==> config.mk <==
export PLATFORM = sky130hd
export DESIGN_NAME = varredura_matriz_flat
export DESIGN_NICKNAME = d
export VERILOG_FILES = /design/src/rtl/varredura_matriz_if.sv /design/src/rtl/varredura_matriz.sv /design/src/flat_wrapper.sv
export SDC_FILE = /design/constraint.sdc
export NUM_CORES = 1
export LEC_CHECK = 0
export ABC_AREA = 1
export CAP_MARGIN = 10
export CORE_ASPECT_RATIO = 0.6
export CORE_UTILIZATION = 46
export DETAILED_ROUTE_END_ITERATION = 10
export HOLD_SLACK_MARGIN = 0.08
export PLACE_DENSITY = 0.74
export SKIP_LAST_GASP = 1
export SLEW_MARGIN = 20
export SYNTH_ARGS = -nofsm -noshare
export SYNTH_HDL_FRONTEND = slang
export SYNTH_SLANG_ARGS = --single-unit
==> constraint.sdc <==
create_clock -name clk -period 1.45 [get_ports clk]
set_input_delay 0.29 -clock clk [delete_from_list [all_inputs] [get_ports clk]]
set_output_delay 0.29 -clock clk [all_outputs]
set_load 0.005 [all_outputs]
==> src/rtl/varredura_matriz_if.sv <==
// Bus between the attack manager, the 5x7 LED scan driver and the matrix pins.
// The master supplies revealed cells and cursor; the slave drives the pins.
interface varredura_matriz_if;
  logic [6:0] matriz0;
  logic [6:0] matriz1;
  logic [6:0] matriz2;
  logic [6:0] matriz3;
  logic [6:0] matriz4;
  logic [2:0] coordColuna;
  logic [2:0] coordLinha;
  logic       enable;
  logic [4:0] colunas;
  logic [6:0] linhas;
  logic       fim_quadro;

  modport master (
    output matriz0, matriz1, matriz2, matriz3, matriz4,
    output coordColuna, coordLinha, enable,
    input  colunas, linhas, fim_quadro
  );

  modport slave (
    input  matriz0, matriz1, matriz2, matriz3, matriz4,
    input  coordColuna, coordLinha, enable,
    output colunas, linhas, fim_quadro
  );
endinterface

==> src/rtl/varredura_matriz.sv <==
// Column-multiplexed scan driver for a 5x7 LED matrix with a one-cycle blank
// between columns and a frame-rate blinking cursor overlay.
module varredura_matriz #(
  parameter int DIV_VARREDURA = 50000,
  parameter int PISCA_QUADROS = 50
) (
  input  logic               clk,
  input  logic               rst_n,
  varredura_matriz_if.slave  bus
);

  localparam int CNT_W = $clog2(DIV_VARREDURA);
  localparam int QDR_W = (PISCA_QUADROS > 1) ? $clog2(PISCA_QUADROS) : 1;
  localparam logic [CNT_W-1:0] CNT_MAX = CNT_W'(DIV_VARREDURA - 1);
  localparam logic [QDR_W-1:0] QDR_MAX = QDR_W'(PISCA_QUADROS - 1);

  generate
    if (DIV_VARREDURA < 2) begin : g_div_invalido
      $error("DIV_VARREDURA must be at least 2");
    end
    if (PISCA_QUADROS < 1) begin : g_pisca_invalido
      $error("PISCA_QUADROS must be at least 1");
    end
  endgenerate

  logic [CNT_W-1:0] contador_q, contador_d;
  logic [2:0]       coluna_q, coluna_d;
  logic [QDR_W-1:0] quadros_q, quadros_d;
  logic             pisca_q, pisca_d;
  logic [4:0]       colunas_q, colunas_d;
  logic [6:0]       linhas_q, linhas_d;
  logic             fim_quadro_q, fim_quadro_d;

  logic [6:0] dados_coluna;
  logic       cursor_ativo;
  logic [6:0] linhas_snap;
  logic [4:0] colunas_snap;

  always_comb begin
    dados_coluna = '0;
    case (coluna_q)
      3'd0:    dados_coluna = bus.matriz0;
      3'd1:    dados_coluna = bus.matriz1;
      3'd2:    dados_coluna = bus.matriz2;
      3'd3:    dados_coluna = bus.matriz3;
      3'd4:    dados_coluna = bus.matriz4;
      default: dados_coluna = '0;
    endcase
  end

  // Out-of-range column never matches coluna_q; row 7 is excluded explicitly.
  assign cursor_ativo = bus.enable && (bus.coordColuna == coluna_q) &&
                        (bus.coordLinha != 3'd7);

  genvar gi;
  generate
    for (gi = 0; gi < 7; gi++) begin : g_linha
      assign linhas_snap[gi] = (cursor_ativo && (bus.coordLinha == 3'(gi))) ?
                               pisca_q : dados_coluna[gi];
    end
    for (gi = 0; gi < 5; gi++) begin : g_coluna
      assign colunas_snap[gi] = (coluna_q != 3'(gi));
    end
  endgenerate

  // The output registers themselves hold the per-slot snapshot.
  always_comb begin
    contador_d   = contador_q;
    coluna_d     = coluna_q;
    quadros_d    = quadros_q;
    pisca_d      = pisca_q;
    colunas_d    = colunas_q;
    linhas_d     = linhas_q;
    fim_quadro_d = 1'b0;

    if (contador_q == CNT_MAX) begin
      contador_d = '0;
      colunas_d  = 5'b11111;
      linhas_d   = '0;
      if (coluna_q == 3'd4) begin
        coluna_d     = 3'd0;
        fim_quadro_d = 1'b1;
        if (quadros_q == QDR_MAX) begin
          quadros_d = '0;
          pisca_d   = ~pisca_q;
        end else begin
          quadros_d = quadros_q + 1'b1;
        end
      end else begin
        coluna_d = coluna_q + 3'd1;
      end
    end else begin
      contador_d = contador_q + 1'b1;
      if (contador_q == '0) begin
        colunas_d = colunas_snap;
        linhas_d  = linhas_snap;
      end
    end
  end

  always_ff @(posedge clk or negedge rst_n) begin
    if (!rst_n) begin
      contador_q   <= '0;
      coluna_q     <= 3'd0;
      quadros_q    <= '0;
      pisca_q      <= 1'b0;
      colunas_q    <= 5'b11111;
      linhas_q     <= '0;
      fim_quadro_q <= 1'b0;
    end else begin
      contador_q   <= contador_d;
      coluna_q     <= coluna_d;
      quadros_q    <= quadros_d;
      pisca_q      <= pisca_d;
      colunas_q    <= colunas_d;
      linhas_q     <= linhas_d;
      fim_quadro_q <= fim_quadro_d;
    end
  end

  assign bus.colunas    = colunas_q;
  assign bus.linhas     = linhas_q;
  assign bus.fim_quadro = fim_quadro_q;

endmodule

==> src/flat_wrapper.sv <==
// flat-port wrapper written by rule: the top's interface ports become plain ports
module varredura_matriz_flat 
#(
  parameter int DIV_VARREDURA = 50000,
  parameter int PISCA_QUADROS = 50
)
  (clk, rst_n, bus_matriz0, bus_matriz1, bus_matriz2, bus_matriz3, bus_matriz4, bus_coordColuna, bus_coordLinha, bus_enable, bus_colunas, bus_linhas, bus_fim_quadro);
  varredura_matriz_if bus_i ();
  input  logic clk;
  input  logic rst_n;
  input wire logic [$bits(bus_i.matriz0)-1:0] bus_matriz0;
  input wire logic [$bits(bus_i.matriz1)-1:0] bus_matriz1;
  input wire logic [$bits(bus_i.matriz2)-1:0] bus_matriz2;
  input wire logic [$bits(bus_i.matriz3)-1:0] bus_matriz3;
  input wire logic [$bits(bus_i.matriz4)-1:0] bus_matriz4;
  input wire logic [$bits(bus_i.coordColuna)-1:0] bus_coordColuna;
  input wire logic [$bits(bus_i.coordLinha)-1:0] bus_coordLinha;
  input wire logic [$bits(bus_i.enable)-1:0] bus_enable;
  output wire logic [$bits(bus_i.colunas)-1:0] bus_colunas;
  output wire logic [$bits(bus_i.linhas)-1:0] bus_linhas;
  output wire logic [$bits(bus_i.fim_quadro)-1:0] bus_fim_quadro;
  assign bus_i.matriz0 = bus_matriz0;
  assign bus_i.matriz1 = bus_matriz1;
  assign bus_i.matriz2 = bus_matriz2;
  assign bus_i.matriz3 = bus_matriz3;
  assign bus_i.matriz4 = bus_matriz4;
  assign bus_i.coordColuna = bus_coordColuna;
  assign bus_i.coordLinha = bus_coordLinha;
  assign bus_i.enable = bus_enable;
  assign bus_colunas = bus_i.colunas;
  assign bus_linhas = bus_i.linhas;
  assign bus_fim_quadro = bus_i.fim_quadro;
  varredura_matriz #(.DIV_VARREDURA(DIV_VARREDURA), .PISCA_QUADROS(PISCA_QUADROS)) u_core (.clk(clk), .rst_n(rst_n), .bus(bus_i));
endmodule
==> impl_metrics.yaml, run 1 <==
cts:
  clk_pin_slew_worst_paths_ps: 80
  cts_tree: "yes"
  root_buffer: "clkbuf_8"
  htreeDepth: 2
  cts_buffer_depth: 2
  cts_buffers: 5
  cts_num_sinks: 39
  clk_latency_ps: 300
drt:
  wire_per_inst_um: 17.7
  firstDrtPassIters: 5
  wl_mm: 10.7
  drc: 0
  vias_per_cell: 5.56
  dr_total_vias: 3357
  drt.antenna.violating_nets: 0
  drt_iter0_drc: 455
timing:
  rsz0062_at_grt: "yes"
  hold_slack_ps: 384
  hold_viol: 0
  relSlewSlack_pct: 79.5
  fin_skew_ps: 4.18
  setup_viol: 33
  tns_ps: -4220
  post-route-period-util_pct: 115
  finalCriticalPeriod_ps: 1670
  fin_ws_ps: -225
  slew_viol_final: 0
  clock.fmax_mhz: 597
  worst_slew_pin_slew_ps: 307
final_layout:
  drive_gt1_share_pct: 36.2
  final_nets: 579
  n_antenna_cell: 0
  layout.cells.non_filler: 604
  syn_to_final_growth_pct: 71.7
  final_common_cell: "nand2_1"
  layout_common_cells: "104 x nand2_1, 62 x buf_4, 42 x clkdlybuf4s50_1"
grt:
  grt_usage_pct: 31.4
  grt_pass1_wl_mm: 14.1
  grt_pass1_vias: 2880
  grt_overflow_total: 0
  grt_antenna_before_repair: 0
  grt_max_degree: 17
power_and_ir_drop:
  combinationalPowerShare_pct: 12.8
  seq_power_share_pct: 46.3
  p_sw_share_pct: 23.3
  power.density_nw_per_um2: 531
  switchingPower_w: 0.000557
  vdd_drop_max_v: 0.000479
  p_leak_nw: 2.27
  internal-power_w: 0.00183
  pwr-share-clk_pct: 40.8
  power.total_w: 0.00239
synthesis:
  ys_types: 27
  synth_seq_cells: 39
  syn_avg_cell_area_um2: 6.79
  synth_cells: 386
  ys_seq_area_share_pct: 37.5
  synth_area_leaders: "dfrtp_1 32%, nand2_1 18%, nand3_1 9.2%"
  yosysWarnings: 0
  synth_top_area_share_pct: 32.5
  synth_top_area_cell: "dfrtp_1"
  synth.net_count: 439
  synth_area_um2: 2620
run_status:
  status: "finished, violations left"
  violations: "setup timing"
floorplanning:
  die_area_um2: 6010
  std_cell_rows: 20
  start_util_pct: 49.6
  die_h_um: 60.5
  coreArea_um2: 5280
  die_width_um: 99.5
  ioPinCount: 57
setup_path:
  crit_path_max_fanout: 5
  crit_path_start_kind: "flop"
  worst_ep_arrival_time_ps: 1870
  max_stage_delay_ps: 430
  crit_buf_inv: 3
  path_class: "flop to flop"
  endpoint_kind: "flop"
  path_delay_family: "simple AND/OR/NAND/NOR gates"
  slowest_stage: "dfrtp_1"
  crit_top_cell: "nand2_1"
  path_cells: "inv_2 -> ha_4 -> nand2_4 -> clkinvlp_4 -> buf_6 -> nand2_2 -> nand3_2 -> nor2_4 -> nand2_1 -> nand3_1 -> nand2_1"
  cp.required_ps: 1640
placement:
  place_congestion: 0.912
  io_buffer_count: 56
  dp_cells: 567
  hpwl_mm: 6.43
min_path:
  hold_class: "input port to async pin"
job:
  maxCapViolations: 0
[worst register-to-register path, cell delays in order (launching register included)]
cell	delay, ps
dfrtp_1	430
inv_2	80
ha_4	170
nand2_4	70
clkinvlp_4	140
buf_6	160
nand2_2	50
nand3_2	110
nor2_4	120
nand2_1	70
nand3_1	90
nand2_1	70
[cell type report]
class,instances,area (um^2)
clock buffer,6,82.6
clock inverter,2,35.0
fill,272,779
inverter,45,188
multi-input combinational,296,1820
sequential,39,986
tap,77,96.3
timing repair buffer,139,1290
[worst paths after layout]
| kind | start | to | slack (ps) | cells past startpoint |
|---|---|---|---|---|
| max in group asynchronous | rst_n | u_core.bus.colunas[3] | 500 | 3 |
| worst min-delay path | rst_n | u_core.contador_q[15] | 380 | 2 |
| min in group clk | u_core.bus.colunas[2] | u_core.bus.colunas[2] | 490 | 2 |
| worst max-delay path | u_core.coluna_q[0] | u_core.bus.linhas[2] | -220 | 11 |
| worst min register to register | u_core.bus.colunas[2] | u_core.bus.colunas[2] | 490 | 2 |
| worst max register to register | u_core.coluna_q[0] | u_core.bus.linhas[2] | -220 | 11 |
[cells in the mapped netlist]
cell type,number
a21oi_1,4
and2_2,1
nor3_1,9
xor2_1,8
inv_2,1
buf_2,3
buf_1,1
o21ai_1,5
buf_6,1
buf_4,1
nor3b_1,1
nand3_1,48
nor2_4,2
nand4_1,13
o21ai_0,7
nor2_1,51
nand2_4,1
ha_1,9
xnor2_1,2
dfstp_2,5
dfrtp_1,34
nor3_4,2
nand2_1,129
inv_1,44
nand3_2,1
nor2_2,1
or2_2,2
[what timing repair did]
| action | in CTS | in global routing |
|---|---|---|
| hold buffers | 1 | 0 |
| setup buffers | 18 | 10 |
| pin swaps | 30 | 31 |
| endpoints found under the hold margin | 5 | 0 |
| setup endpoints to repair | 39 | 36 |
| gates cloned | 1 | 1 |
| gates resized for setup | 83 | 62 |
[sequential cells by signal (all words and copies together), names as in the netlist]
name and cells:
u_core.coluna_q 3, u_core.bus.linhas 7, u_core.quadros_q 6, u_core.bus.fim_quadro 1, u_core.bus.colunas 5, u_core.contador_q 16, u_core.pisca_q 1
[per-layer routing]
metal	vias to the layer above	track usage [%]	wire length [um]
li1	1505	-	-
met1	1561	44.5	4380
met2	242	48.3	4720
met3	49	8.76	1220
met4	0	7.14	344
met5	-	0	0
[metrics by stage]
stage | instance area, um^2 | setup slack (ps) | utilization [%]
after floorplan | 2630 | 5.70 | -
after global placement | 3670 | -279 | 69.5
after detailed placement | 3670 | -309 | 69.5
after CTS | 4180 | -69.3 | 79.2
after global routing | 4500 | -347 | 85.2
final | 4500 | -225 | 85.2
[kinds of logic (layout without fill, tap and decap cells)]
group	Yosys count	count (layout)	share of synthesized area, %
AO/OA/AOI/OAI	16	16	3.05
adder cells (fa/ha/maj)	9	9	4.30
AND/OR/NAND/NOR	261	261	44.0
flip-flops	39	39	37.5
XOR/XNOR	10	10	3.34
buffers and inverters	51	192	7.88
[power by group through the flow]
stage	sequential (W)	clock, W	combinational [W]
2_1_floorplan	0.00113	0	0.0000587
3_3_place_gp	0.00113	0	0.000249
3_5_place_dp	0.00113	0	0.000253
4_1_cts	0.00111	0.000966	0.000271
5_1_grt	0.00111	0.00102	0.000326
6_report	0.00111	0.000975	0.000306
Note: power is estimated with default switching activity, not from simulation.
==> inputs of run 2 (changes only) <==
CAP_MARGIN = 40   (was 10)
==> results of run 2 <==
Final layout, timing and power as in run 1 (identical DEF).
==> inputs of run 3 (changes only) <==
CAP_MARGIN = 20   (was 40)
==> results of run 3 <==
Final layout, timing and power as in run 1 (identical DEF).
